[src/rtl/dc_sweep_pkg.sv]
// dc_sweep_pkg: shared state encoding, default widths and saturating code arithmetic
package dc_sweep_pkg;
   localparam int CODE_W_DEF = 12;
   localparam int IDX_W_DEF  = 10;
   localparam int SET_W_DEF  = 16;
   localparam int MEAS_W_DEF = 16;
   typedef enum logic [2:0] {S_IDLE, S_LOAD, S_SETTLE, S_MEAS, S_ADV, S_DONE} state_t;
   typedef struct packed {
      logic        clamp;
      logic [31:0] code;
   } sat_t;
   // code is zero-extended, step sign-extended; w is the DAC width (at most 30)
   function automatic sat_t sat_add(input logic [31:0] code, input logic [31:0] step, input int unsigned w);
      logic signed [33:0] s;
      logic signed [33:0] mx;
      sat_t r;
      s = $signed({2'b00, code}) + $signed({{2{step[31]}}, step});
      mx = $signed((34'd1 << w) - 34'd1);
      r.clamp = s[33] | (s > mx);
      r.code = s[33] ? '0 : (s > mx) ? mx[31:0] : s[31:0];
      return r;
   endfunction
endpackage

[src/rtl/dc_sweep_seq_axis.sv]
// sweep_axis: one sweep axis holding its DAC code and point index with a saturating step
module sweep_axis
   import dc_sweep_pkg::*;
#(
   parameter int CODE_W = CODE_W_DEF,
   parameter int IDX_W  = IDX_W_DEF
) (
   input  logic              clk,
   input  logic              rst_n,
   input  logic              i_load,
   input  logic              i_step,
   input  logic              i_rev,
   input  logic [CODE_W-1:0] i_start,
   input  logic [CODE_W:0]   i_inc,
   input  logic [IDX_W-1:0]  i_npts,
   output logic [CODE_W-1:0] o_code,
   output logic [IDX_W-1:0]  o_idx,
   output logic              o_last,
   output logic              o_clamp
);
   logic [CODE_W-1:0] r_code;
   logic [IDX_W-1:0]  r_idx;
   logic [31:0]       w_inc;
   sat_t              w_res;
   assign w_inc   = {{(31-CODE_W){i_inc[CODE_W]}}, i_inc};
   assign w_res   = sat_add({{(32-CODE_W){1'b0}}, r_code}, i_rev ? -w_inc : w_inc, CODE_W);
   assign o_clamp = w_res.clamp | (|w_res.code[31:CODE_W]);
   assign o_last  = i_rev ? (r_idx == '0) : (r_idx == i_npts);
   assign o_code  = r_code;
   assign o_idx   = r_idx;
   // code/index register: load restarts the axis, step moves one point in the current direction
   always_ff @(posedge clk or negedge rst_n) begin
      if (!rst_n) begin
         r_code <= '0;
         r_idx  <= '0;
      end else if (i_load) begin
         r_code <= i_start;
         r_idx  <= '0;
      end else if (i_step) begin
         r_code <= w_res.code[CODE_W-1:0];
         r_idx  <= i_rev ? r_idx - IDX_W'(1) : r_idx + IDX_W'(1);
      end
   end
endmodule

[src/rtl/dc_sweep_seq.sv]
// dc_sweep_seq: nested outer/inner DC bias sweep sequencer; define SWEEP_SNAKE_EN for a serpentine inner axis
module dc_sweep_seq
   import dc_sweep_pkg::*;
#(
   parameter int CODE_W = CODE_W_DEF,
   parameter int IDX_W  = IDX_W_DEF,
   parameter int SET_W  = SET_W_DEF,
   parameter int MEAS_W = MEAS_W_DEF
) (
   input  logic              clk,
   input  logic              rst_n,
   input  logic              start,
   input  logic              abort,
   input  logic [CODE_W-1:0] out_start,
   input  logic [CODE_W:0]   out_step,
   input  logic [IDX_W-1:0]  out_npts,
   input  logic [CODE_W-1:0] in_start,
   input  logic [CODE_W:0]   in_step,
   input  logic [IDX_W-1:0]  in_npts,
   input  logic [SET_W-1:0]  settle_cyc,
   output logic [CODE_W-1:0] dac_out,
   output logic [CODE_W-1:0] dac_in,
   output logic              dac_upd,
   output logic              meas_req,
   input  logic              meas_ack,
   input  logic [MEAS_W-1:0] meas_data,
   output logic              smp_valid,
   output logic [MEAS_W-1:0] smp_data,
   output logic [IDX_W-1:0]  smp_oidx,
   output logic [IDX_W-1:0]  smp_iidx,
   output logic              busy,
   output logic              done,
   output logic              clamped
);
   state_t            r_state, w_nxt;
   logic [CODE_W-1:0] r_out_start, r_in_start;
   logic [CODE_W:0]   r_out_step, r_in_step;
   logic [IDX_W-1:0]  r_out_npts, r_in_npts, w_oidx, w_iidx;
   logic [SET_W-1:0]  r_settle, r_cnt;
   logic              w_accept, w_ld, w_istep, w_ostep, w_iload, w_irev, w_cap;
   logic              w_ilast, w_olast, w_iclamp, w_oclamp;
   logic              r_upd, r_sv, r_clamped;
   logic [MEAS_W-1:0] r_sdata;
   logic [IDX_W-1:0]  r_soidx, r_siidx;
   assign w_accept = (r_state == S_IDLE) & start & ~abort;
   assign w_ld     = (r_state == S_LOAD) & ~abort;
   assign w_istep  = (r_state == S_ADV) & ~abort & ~w_ilast;
   assign w_ostep  = (r_state == S_ADV) & ~abort & w_ilast & ~w_olast;
   assign w_cap    = (r_state == S_MEAS) & ~abort & meas_ack;
`ifdef SWEEP_SNAKE_EN
   assign w_iload  = w_ld;
   assign w_irev   = w_oidx[0];
`else
   assign w_iload  = w_ld | w_ostep;
   assign w_irev   = 1'b0;
`endif
   sweep_axis #(.CODE_W(CODE_W), .IDX_W(IDX_W)) u_out (
      .clk(clk), .rst_n(rst_n), .i_load(w_ld), .i_step(w_ostep), .i_rev(1'b0),
      .i_start(r_out_start), .i_inc(r_out_step), .i_npts(r_out_npts),
      .o_code(dac_out), .o_idx(w_oidx), .o_last(w_olast), .o_clamp(w_oclamp)
   );
   sweep_axis #(.CODE_W(CODE_W), .IDX_W(IDX_W)) u_in (
      .clk(clk), .rst_n(rst_n), .i_load(w_iload), .i_step(w_istep), .i_rev(w_irev),
      .i_start(r_in_start), .i_inc(r_in_step), .i_npts(r_in_npts),
      .o_code(dac_in), .o_idx(w_iidx), .o_last(w_ilast), .o_clamp(w_iclamp)
   );
   // state register
   always_ff @(posedge clk or negedge rst_n) begin
      if (!rst_n) r_state <= S_IDLE;
      else        r_state <= w_nxt;
   end
   // next state; abort overrides every transition
   always_comb begin
      w_nxt = r_state;
      case (r_state)
         S_IDLE:   w_nxt = start ? S_LOAD : S_IDLE;
         S_LOAD:   w_nxt = S_SETTLE;
         S_SETTLE: w_nxt = (r_cnt <= SET_W'(1)) ? S_MEAS : S_SETTLE;
         S_MEAS:   w_nxt = meas_ack ? S_ADV : S_MEAS;
         S_ADV:    w_nxt = (w_ilast & w_olast) ? S_DONE : S_SETTLE;
         default:  w_nxt = S_IDLE;
      endcase
      if (abort) w_nxt = S_IDLE;
   end
   // config capture at start, settle countdown, update strobe and sticky clamp flag
   always_ff @(posedge clk or negedge rst_n) begin
      if (!rst_n) begin
         r_out_start <= '0;
         r_out_step  <= '0;
         r_out_npts  <= '0;
         r_in_start  <= '0;
         r_in_step   <= '0;
         r_in_npts   <= '0;
         r_settle    <= '0;
         r_cnt       <= '0;
         r_upd       <= 1'b0;
         r_clamped   <= 1'b0;
      end else begin
         if (w_accept) begin
            r_out_start <= out_start;
            r_out_step  <= out_step;
            r_out_npts  <= out_npts;
            r_in_start  <= in_start;
            r_in_step   <= in_step;
            r_in_npts   <= in_npts;
            r_settle    <= settle_cyc;
         end
         if (w_ld | w_istep | w_ostep) r_cnt <= r_settle;
         else if (r_state == S_SETTLE) r_cnt <= r_cnt - SET_W'(r_cnt != '0);
         r_upd     <= w_ld | w_istep | w_ostep;
         r_clamped <= w_accept ? 1'b0 : r_clamped | (w_istep & w_iclamp) | (w_ostep & w_oclamp);
      end
   end
   // sample capture: result and point indices are registered on the accepted ack
   always_ff @(posedge clk or negedge rst_n) begin
      if (!rst_n) begin
         r_sv    <= 1'b0;
         r_sdata <= '0;
         r_soidx <= '0;
         r_siidx <= '0;
      end else begin
         r_sv <= w_cap;
         if (w_cap) begin
            r_sdata <= meas_data;
            r_soidx <= w_oidx;
            r_siidx <= w_iidx;
         end
      end
   end
   assign dac_upd   = r_upd;
   assign meas_req  = r_state == S_MEAS;
   assign smp_valid = r_sv;
   assign smp_data  = r_sdata;
   assign smp_oidx  = r_soidx;
   assign smp_iidx  = r_siidx;
   assign busy      = r_state != S_IDLE;
   assign done      = r_state == S_DONE;
   assign clamped   = r_clamped;
endmodule

[config.mk]
export PLATFORM = sky130hd
export DESIGN_NAME = dc_sweep_seq
export DESIGN_NICKNAME = d
export VERILOG_FILES = /design/src/rtl/dc_sweep_pkg.sv /design/src/rtl/dc_sweep_seq_axis.sv /design/src/rtl/dc_sweep_seq.sv
export SDC_FILE = /design/constraint.sdc
export NUM_CORES = 1
export LEC_CHECK = 0
export ABC_AREA = 1
export CORE_AREA = 2 2 112 196
export CTS_CLUSTER_SIZE = 10
export DETAILED_ROUTE_END_ITERATION = 7
export DIE_AREA = 0 0 114 198
export PLACE_DENSITY = 0.94
export RECOVER_POWER = 50
export SETUP_SLACK_MARGIN = 0.05
export SLEW_MARGIN = 20
export SYNTH_ARGS = -nofsm -noshare
export SYNTH_HDL_FRONTEND = slang
export SYNTH_HIERARCHICAL = 1
export SYNTH_SLANG_ARGS = --single-unit
[constraint.sdc]
create_clock -name clk -period 4.1 [get_ports clk]
set_clock_uncertainty 0.05 [all_clocks]
set_input_delay 0.82 -clock clk [delete_from_list [all_inputs] [get_ports clk]]
set_output_delay 0.82 -clock clk [all_outputs]
set_load 0.02 [all_outputs]
==> results by group, run 1 <==
Global routing
  – Pin count of the biggest net entering global routing: 108
  – Vias in the first global route: 12,244
  – GRT Residual Overflow: 0
  – Initial antenna violation count: 1
  – First-pass GRT wire length: 57,950 µm
  – Total track usage: 0.3270

Clock network
  – Worst-skew pair later-pin latency: 460 ps
  – Post-CTS Setup Inserts: 0
  – Clk sinks: 188
  – CTS H-tree lvls: 4
  – Root Driver: clkbuf_16
  – CTS clk-pin slew, worst paths: 70 ps
  – CTS Buf Count: 17
  – CTS tree: built
  – Bufs on Longest Clock Path: 2

Timing
  – Post-route setup slack: 317.6 ps
  – Sum of negative setup slack: 0 ps
  – Peak Freq: 0.2644 GHz
  – Final Hold Vio Count: 0
  – RSZ-0062 raised after global routing: no
  – Worst slew pin tran: 2720 ps
  – Final setup violation count: 0
  – Fin. max-slew vios: 196
  – Slew margin rel.: -0.8134
  – Tcrit/Tclk final: 0.9225
  – Minimum clock period: 3782 ps

Setup path
  – Critical path data arrival time: 4110 ps
  – Largest delay share family, worst path: simple AND/OR/NAND/NOR gates
  – Worst-path cell chain: inv_1, nand2_1, o21ai_0, nor4b_1, nand4_1, o22ai_1, nor2_1, nand3_1, nand2_1, nor2_1, inv_1, o22ai_1
  – Critical path peak fanout: 16
  – Slowest CP cell: nor2_1
  – Worst Setup End Kind: flip-flop
  – Kind of critical path: reg -> reg
  – Worst Path Buf+Inv: 2
  – CP Data Required Time: 4420 ps
  – Slowest stage delay, CP: 990 ps
  – Startpoint types: flip-flop

Logic synthesis
  – Number of synthesized flops with an enable pin: 0
  – Yosys reg bits: 188
  – Complex-gate fraction of the synthesized area: 0.09372
  – Largest family of logic cells by synthesized area: simple AND/OR/NAND/NOR gates
  – Ys Warns: 6
  – Synth Area in Adders: 0.06281
  – Register area share after synthesis: 0.3785
  – Syn Std Cell Area: 0.01243 mm²
  – Synth Flop Type: dfrtp_1
  – Post-Synth XOR/XNOR Area: 0.04208
  – Library cells used by synthesis: 56
  – Multiplexer share of the synthesized area: 0
  – Ys async rst share: 1.000
  – Post-Synth Simple-Gate Area: 0.3493
  – Post-Syn Instances: 1,753
  – Syn_area_per_cell: 7.090 µm²

Layout
  – Final nets: 2,087
  – Share of layout cells above drive strength 1: 0.05173
  – Synth-to-layout area growth: 19.81%

Route
  – Vias/cell: 5.686
  – DRT Wirelength: 36,330 µm
  – DR WL met3: 2136 µm
  – Initial DRC Count: 1,068
  – Via count: 12,446
  – Drc violations: 0
  – Metal2 WL: 19,070 µm
  – DR pass1 iterations: 5
  – Top Metal Used: met4
  – Final ANT Viol Nets: 0
  – Met1 Routed Length: 12,660 µm
  – WL/cell: 16.59 µm

Placement
  – Routability Congestion: 0.9827
  – PortBufs: 172
  – Detail Placement HPWL: 27,170 µm
  – Place WS: 404.4 ps

Job
  – Max_cap viols: 2

Power
  – Internal: 0.004565 W
  – PwrDens: 538.1 mW/mm²
  – Clock Power Share: 0.207
  – Reg power frac: 0.333
  – Comb power frac: 0.460
  – Leak: 7.687 nW
  – Net switching power figure: 0.003449 W
  – Peak VDD IR: 0.3477 mV
  – Sw Share: 0.4303

Status
  – Failing checks: capacitance limit, slew limit
  – Status: finished, violations left

Floorplan
  – Die Ht: 198 µm
  – Starting Density: 0.5879
  – Core area: 0.02114 mm²
  – Row count: 71
  – Die area: 0.02257 mm²
  – Die width: 114 µm
  – IO Pins: 173

Worst hold path
  – Worst hold path class: reg -> reg
[state kept, by name, summed over array words and instances, names as in the netlist, 12 cells and up]
signal / flops
r_settle: 16
u_in/o_code: 12
r_in_step: 13
r_out_step: 13
r_cnt: 16
u_out/o_code: 12
r_in_start: 12
smp_data: 16
r_out_start: 12
[per-layer routing]
layer  GRT usage  vias to the layer above
li1            -                     5933
met1      0.3399                     5841
met2      0.5899                      510
met3     0.05938                      162
met4      0.2186                        0
met5           0                        -
[cell usage in the layout, fill, tap and decap left out, types with 7 or more instances in the layout]
cell type          n
conb_1            21
o21ai_1            7
nand3b_1          12
clkbuf_16         17
inv_2             11
a22oi_1           22
nand3_1          107
nand3_2            9
nor2_2            10
nor2_1           137
dfrtp_1          188
o21ai_0          105
clkdlybuf4s50_1  169
ha_1              56
inv_1            148
a21oi_1           42
nand2_1          683
xor2_1            30
xnor2_1           26
nor3_1             8
nand4_1           26
o22ai_1           14
[cells by family after synthesis]
logic type,count (synthesis)
simple gates,1024
buf+inv,214
compound gates,208
flops,188
fa+ha+maj,60
xor+xnor,58
other cells,1
[repair_timing]
item	in CTS	in global routing
endpoints found under the setup margin	0	12
hold endpoints to repair	0	0
resized for setup	0	1
hold buffers	0	0
[cells in the mapped netlist, drive strengths merged (2+ instances only)]
| library cell | number | area (µm²) |
|---|---|---|
| nand3 | 118 | 665.6 |
| ha | 56 | 700.7 |
| xor2 | 32 | 295.3 |
| clkbuf | 29 | 108.9 |
| clkinv | 2 | 8.750 |
| o22ai | 14 | 87.58 |
| nand2 | 692 | 2644 |
| xnor2 | 26 | 227.7 |
| a21o | 2 | 15.01 |
| buf | 23 | 187.7 |
| nor2 | 149 | 599.3 |
| a31oi | 2 | 12.51 |
| fa | 4 | 80.08 |
| nor4 | 5 | 31.28 |
| a21oi | 45 | 232.7 |
| inv | 160 | 605.6 |
| nand3b | 12 | 90.09 |
| nor4b | 2 | 17.52 |
| nand4 | 27 | 175.2 |
| o31ai | 4 | 30.03 |
| o21ai | 113 | 569.3 |
| nor3 | 9 | 56.31 |
| dfrtp | 188 | 4705 |
| and2 | 2 | 12.52 |
| a22oi | 22 | 165.2 |
| or2 | 7 | 43.80 |
[path summary, 6_finish.rpt]
kind	from	slack (ps)	depth (start not counted)	end
worst max-delay path	u_out/o_idx[3]	320	12	u_in/o_idx[7]
worst min-delay path	smp_data[2]	430	2	smp_data[2]
worst max register to register	u_out/o_idx[3]	320	12	u_in/o_idx[7]
worst min register to register	smp_data[2]	430	2	smp_data[2]
max in group asynchronous	rst_n	930	2	smp_data[15]
min in group asynchronous	rst_n	1120	1	smp_iidx[7]
[power by group through the flow]
stage	registers (W)	logic [W]	clock network (W)
floorplan	0.00271	0.00245	0
CTS	0.00266	0.00363	0.00167
global placement	0.00267	0.00351	0
global route	0.00272	0.00413	0.00175
finish	0.00267	0.00369	0.00166
detailed placement	0.00268	0.00361	0
[per-stage QoR]
step / instances / util / cell area, µm² / hold slack, ps / power, W
final: 2189 / 0.7043 / 14890 / 430.7 / 0.008014
after global routing: 2189 / 0.7043 / 14890 / 453.7 / 0.008597
after CTS: 2188 / 0.7052 / 14910 / 432.4 / 0.007964
after detailed placement: 2156 / 0.6773 / 14320 / 413.6 / 0.006284
after global placement: 2156 / 0.6773 / 14320 / 412.0 / 0.006176
after floorplan: 1773 / - / 12500 / 393.7 / 0.005155
[layout make-up]
cell class                 instances  area, µm²
sequential                       188       4705
tap                              255      319.1
fill                            1738       6251
inverter                         162      614.3
clock buffer                      22      484.2
antenna                            1      2.502
multi-input combinational       1371       6888
clock inverter                    10      105.1
timing repair buffer             180       1774
[worst reg2reg max path, cell delays in order, from the launching register on]
cell,delay (ps)
dfrtp_1,410
inv_1,90
nand2_1,70
o21ai_0,120
nor4b_1,340
nand4_1,130
o22ai_1,300
nor2_1,120
nand3_1,130
nand2_1,330
nor2_1,990
inv_1,350
o22ai_1,270
(Power assumes the default switching activity.)
==> run 2: changes to the inputs <==
==> constraint.sdc (replaced) <==
create_clock -name clk -period 4.8 [get_ports clk]
set_clock_uncertainty 0.05 [all_clocks]
set_input_delay 0.96 -clock clk [delete_from_list [all_inputs] [get_ports clk]]
set_output_delay 0.96 -clock clk [all_outputs]
set_load 0.02 [all_outputs]
==> results by group, run 2 (synthesized netlist as in run 1, its figures left out) <==
Status
  – Status: finished, violations left
  – Failing checks: capacitance limit, slew limit

Placement
  – PortBufs: 172
  – Detail Placement HPWL: 27,290 µm
  – Placed cell count: 2,155
  – Routability Congestion: 1.018

Power
  – Peak VDD IR: 0.2789 mV
  – PwrDens: 459.0 mW/mm²
  – Total power draw: 0.006827 W
  – Leak: 7.688 nW

Setup path
  – Startpoint types: flip-flop
  – Slowest stage delay, CP: 670 ps
  – CP Data Required Time: 5040 ps
  – Kind of critical path: reg -> reg
  – Worst Path Buf+Inv: 3
  – R2R Path End: clamped
  – Worst-path cell chain: inv_1, o21ai_0, inv_1, fa_1, inv_1, nand3_1, nand2_1, nand3_1, nand3_1, nand3_2, nand2_2, nand3_1, nor2_2, nand4_1, nand3_1, nand2_1, nand2_1, a21oi_1
  – Critical path data arrival time: 4150 ps
  – Largest delay share family, worst path: simple AND/OR/NAND/NOR gates
  – R2R Setup Slk: 890 ps
  – FF-to-FF path depth: 18
  – Critical path peak fanout: 11
  – Slowest CP cell: o21ai_0
  – Most common cell on crit path: nand3_1
  – Worst Setup End Kind: flip-flop
  – R2r startpoint: r_in_step[1]

Clock network
  – Hold buffers post-CTS: 0
  – CTS H-tree lvls: 4
  – CTS clk-pin slew, worst paths: 70 ps
  – CTS resizes: 0
  – Clk sinks: 188
  – Worst-skew pair later-pin latency: 440 ps
  – CTS tree: built
  – Post-CTS Setup Inserts: 0
  – Bufs on Longest Clock Path: 2
  – Root Driver: clkbuf_16
  – CTS Buf Count: 17

Layout
  – Final nets: 2,087
  – Non-filler cells, final: 2,188
  – Post-layout util: 0.7034
  – Fill count: 1,707
  – Most frequent cells in the layout: 683 x nand2_1, 188 x dfrtp_1, 167 x clkdlybuf4s50_1
  – Share of layout cells above drive strength 1: 0.04969
  – Most common cell after layout, fill and taps aside: nand2_1
  – Synth-to-layout area growth: 19.65%

Floorplan
  – Die width: 114 µm
  – Core area: 0.02114 mm²
  – Row count: 71
  – Die Ht: 198 µm
  – Die area: 0.02257 mm²
  – Starting Density: 0.5879
  – IO Pins: 173

Timing
  – WHS: 434.7 ps
  – Fin. max-slew vios: 132
  – Slew margin rel.: -0.5127
  – RSZ-0062 raised after global routing: no
  – Worst slew pin tran: 2269 ps
  – Sum of negative setup slack: 0 ps
  – Peak Freq: 0.2556 GHz
  – Final Hold Vio Count: 0
  – Tcrit/Tclk final: 0.8151
  – Final setup violation count: 0
  – Minimum clock period: 3912 ps

Route
  – Vias/cell: 5.712
  – Final ANT Viol Nets: 0
  – Initial DRC Count: 1,031
  – Via count: 12,497
  – WL/cell: 16.90 µm
  – Drc violations: 0
  – DRT Wirelength: 36,980 µm
  – DR pass1 iterations: 6

Worst hold path
  – Worst Hold End: smp_oidx[7]
  – Min-delay src: smp_oidx[7]
  – Hold Path Depth: 2
  – Worst hold path class: reg -> reg

Global routing
  – First-pass GRT wire length: 59,730 µm
  – GR Util met1: 0.3498
  – Vias in the first global route: 12,545
  – Total track usage: 0.3357
  – GRT Max-Usage Layer: met2
  – Initial antenna violation count: 1
  – Met3 usage: 0.05510
  – Global Route met2 Usage: 0.6085
  – GRT Residual Overflow: 0
  – Pin count of the biggest net entering global routing: 137

Job
  – Max_cap viols: 2
run 2: worst reg2reg max path: cells and delay by family (launching register included):
kind | cells | cell delay, ps
AND/OR/NAND/NOR | 12 | 1860
AO/OA/AOI/OAI | 2 | 730
adder cells (fa/ha/maj) | 1 | 450
flip-flops | 1 | 360
buffers and inverters | 3 | 320
run 2: stage by stage:
step	setup WS [ps]	area (µm²)
floorplan	2075	12500
global placement	1225	14330
detailed placement	1114	14330
CTS	1098	14890
global route	500.6	14870
finish	887.7	14870
run 2: worst max path at each step:
stage                   start              end  cells past startpoint
3_3_place_gp   u_out/o_idx[3]   u_in/o_code[1]                     15
4_1_cts          r_in_step[1]          clamped                     18
3_5_place_dp     r_in_step[1]          clamped                     18
5_1_grt                 rst_n  u_out/o_code[8]                      2
2_1_floorplan  u_in/o_code[0]          clamped                     18
6_report         r_in_step[1]          clamped                     18
run 2: layout make-up:
type | instances | area (µm²) | area share
Inverter | 162 | 614.3 | 0.04131
Clock inverter | 8 | 81.33 | 0.005469
Sequential cell | 188 | 4705 | 0.3163
Tap cell | 255 | 319.1 | 0.02145
Clock buffer | 23 | 488.0 | 0.03281
Multi-Input combinational cell | 1371 | 6884 | 0.4629
Antenna cell | 1 | 2.502 | 0.0001683
Timing Repair Buffer | 180 | 1778 | 0.1196
run 2: layer usage:
metal / vias to the layer above / part of all wire
li1: 5948 / -
met1: 5881 / 0.34
met2: 516 / 0.54
met3: 152 / 0.054
met4: 0 / 0.066
met5: - / 0
run 2: report_power, final:
group	leakage, nW	switching (W)	total (W)	internal, W
Combinational	4.98	0.00198	0.00318	0.00120
Clock	0.276	0.000607	0.00138	0.000771
Sequential	2.43	0.000348	0.00227	0.00192
Total	7.69	0.00293	0.00683	0.00390
==> run 3: changes to the inputs <==
--- a/config.mk
+++ b/config.mk
@@ -6,11 +6,11 @@
 export NUM_CORES = 1
 export LEC_CHECK = 0
 export ABC_AREA = 1
-export CORE_AREA = 2 2 112 196
+export CORE_AREA = 2 2 122 212
 export CTS_CLUSTER_SIZE = 10
 export DETAILED_ROUTE_END_ITERATION = 7
-export DIE_AREA = 0 0 114 198
-export PLACE_DENSITY = 0.94
+export DIE_AREA = 0 0 124 214
+export PLACE_DENSITY = 0.86
 export RECOVER_POWER = 50
 export SETUP_SLACK_MARGIN = 0.05
 export SLEW_MARGIN = 20
==> constraint.sdc (replaced) <==
create_clock -name clk -period 3.4 [get_ports clk]
set_clock_uncertainty 0.05 [all_clocks]
set_input_delay 0.68 -clock clk [delete_from_list [all_inputs] [get_ports clk]]
set_output_delay 0.68 -clock clk [all_outputs]
set_load 0.02 [all_outputs]
==> results by group, run 3 (synthesized netlist as in run 1, its figures left out) <==
Status
  – Status: finished, violations left
  – Failing checks: capacitance limit, slew limit

Timing
  – Final setup violation count: 0
  – Worst slew pin tran: 2214 ps
  – Peak Freq: 0.3184 GHz
  – Tcrit/Tclk final: 0.9239
  – Slew margin rel.: -0.4759
  – RSZ-0062 raised after global routing: no
  – Fin. max-slew vios: 176
  – Sum of negative setup slack: 0 ps
  – Final Hold Vio Count: 0
  – Minimum clock period: 3141 ps

Worst hold path
  – Worst hold path class: reg -> reg

Route
  – Via count: 12,350
  – Vias/cell: 5.469
  – Final ANT Viol Nets: 0
  – DR pass1 iterations: 6
  – WL/cell: 16.79 µm
  – Drc violations: 0
  – Initial DRC Count: 1,000
  – DRT Wirelength: 37,910 µm

Layout
  – Final nets: 2,101
  – Most common cell after layout, fill and taps aside: nand2_1
  – FF+latch area: 0.004706 mm²
  – Multi-input logic area: 0.006927 mm²
  – Most frequent cells in the layout: 680 x nand2_1, 187 x dfrtp_1, 169 x clkdlybuf4s50_1
  – Synth-to-layout area growth: 21.32%
  – Share of layout cells above drive strength 1: 0.06372
  – Post-layout util: 0.6099
  – Ant. Diodes: 0
  – Fill count: 2,288

Clock network
  – CTS Buf Count: 17
  – Root Driver: clkbuf_16
  – CTS tree: built
  – Worst-skew pair later-pin latency: 460 ps
  – Hold buffers post-CTS: 0
  – Clk sinks: 188
  – CTS clk-pin slew, worst paths: 70 ps
  – Bufs on Longest Clock Path: 2
  – CTS H-tree lvls: 4

Job
  – Max_cap viols: 2

Setup path
  – R2r startpoint: r_in_step[6]
  – Worst Path Buf+Inv: 1
  – Slowest stage delay, CP: 420 ps
  – R2R Path End: u_in/o_code[7]
  – Critical path data arrival time: 3430 ps
  – Startpoint types: flip-flop
  – CP Data Required Time: 3690 ps
  – Worst-path cell chain: xnor2_1, ha_1, nand2_1, nand2_1, a21oi_1, nand2_2, nand3_1, nand2_1, nand3_1, nand2_1, nand2_1, nand2_1, nor2_2, nand4_1, nand3_1, buf_4, nand2_1, nand2_1, nand2_1
  – Worst Setup End Kind: flip-flop
  – Crit path depth: 19
  – Slowest CP cell: dfrtp_1
  – Kind of critical path: reg -> reg
  – FF-to-FF path depth: 19
  – Critical path peak fanout: 10
  – Setup crit end: u_in/o_code[7]
  – Largest delay share family, worst path: simple AND/OR/NAND/NOR gates
  – R2R Setup Slk: 260 ps
  – Most common cell on crit path: nand2_1
  – Critical Path Start: r_in_step[6]

Floorplan
  – Die Ht: 214 µm
  – IO Pins: 173
  – Die width: 124 µm
  – Row count: 76
  – Core area: 0.02472 mm²
  – Starting Density: 0.5027
  – Die area: 0.02654 mm²

Global routing
  – Vias in the first global route: 12,525
  – First-pass GRT wire length: 60,330 µm
  – Initial antenna violation count: 0
  – GRT Residual Overflow: 0
  – Pin count of the biggest net entering global routing: 90
  – Total track usage: 0.2935

Placement
  – Routability Congestion: 1.071
  – Detail Placement HPWL: 28,470 µm
  – PortBufs: 172

Power
  – PwrDens: 644.4 mW/mm²
  – Leak: 7.770 nW
  – Peak VDD IR: 0.4550 mV
[run 3: changes by cell type in the layout (fill, tap and decap cells not counted), moves of 3 or more]
cell	previous run	this run
inv_8	0	3
clkbuf_8	4	0
nand2_2	6	9
buf_4	4	18
nand2_1	683	680
nand3_1	107	104
clkbuf_1	3	0
[run 3: metrics by stage]
step	cell area, µm²	hold WS, ps	worst slack, ps	total power [W]	instances
final	15080	431.7	258.9	0.009717	2258
after global routing	15080	453.0	43.27	0.01047	2258
after CTS	15050	234.2	135.3	0.009640	2257
after detailed placement	14490	414.7	151.6	0.007634	2226
after global placement	14490	410.2	241.0	0.007523	2226
after floorplan	12500	334.4	674.6	0.006217	1773
[run 3: worst min-delay path by stage]
| stage | startpoint | to | slack (ps) | cells after the start |
|---|---|---|---|---|
| final | smp_oidx[4] | smp_oidx[4] | 430 | 2 |
| after global routing | smp_data[4] | smp_data[4] | 450 | 2 |
| after CTS | rst_n | smp_iidx[7] | 230 | 1 |
| after detailed placement | smp_iidx[3] | smp_iidx[3] | 410 | 2 |
| after global placement | smp_data[2] | smp_data[2] | 410 | 2 |
| after floorplan | rst_n | clamped | 330 | 0 |
[run 3: tightest hold or removal path: cells and delay by family, from the launching register on]
family,cells,cell delay (ps)
simple gates,2,100
flops,1,350
[run 3: cell type report]
type                            count  share of cell area
Tap cell                          312             0.02589
Multi-Input combinational cell   1371              0.4593
Timing Repair Buffer              194              0.1248
Inverter                          162             0.04074
Clock inverter                     14            0.008961
Sequential cell                   188              0.3121
Clock buffer                       17             0.02821
[run 3: timing repair]
action	in CTS	in global routing
buffers inserted	0	1
resized for setup	0	14
setup endpoints to repair	0	30
[run 3: metal layers]
metal  track usage  vias up  routed length, µm
met5             0        -                  0
met4        0.2176        0               2896
met3       0.04872      156               1696
met2        0.5269      447              20150
met1        0.2932     5780              13170
li1              -     5967                  -
[run 3: power breakdown]
| part | switching (W) | leakage, nW | internal (W) |
|---|---|---|---|
| Clock | 0.000930 | 0.280 | 0.00102 |
| Sequential | 0.000493 | 2.43 | 0.00271 |
| Combinational | 0.00282 | 5.06 | 0.00174 |
| Total | 0.00424 | 7.77 | 0.00548 |
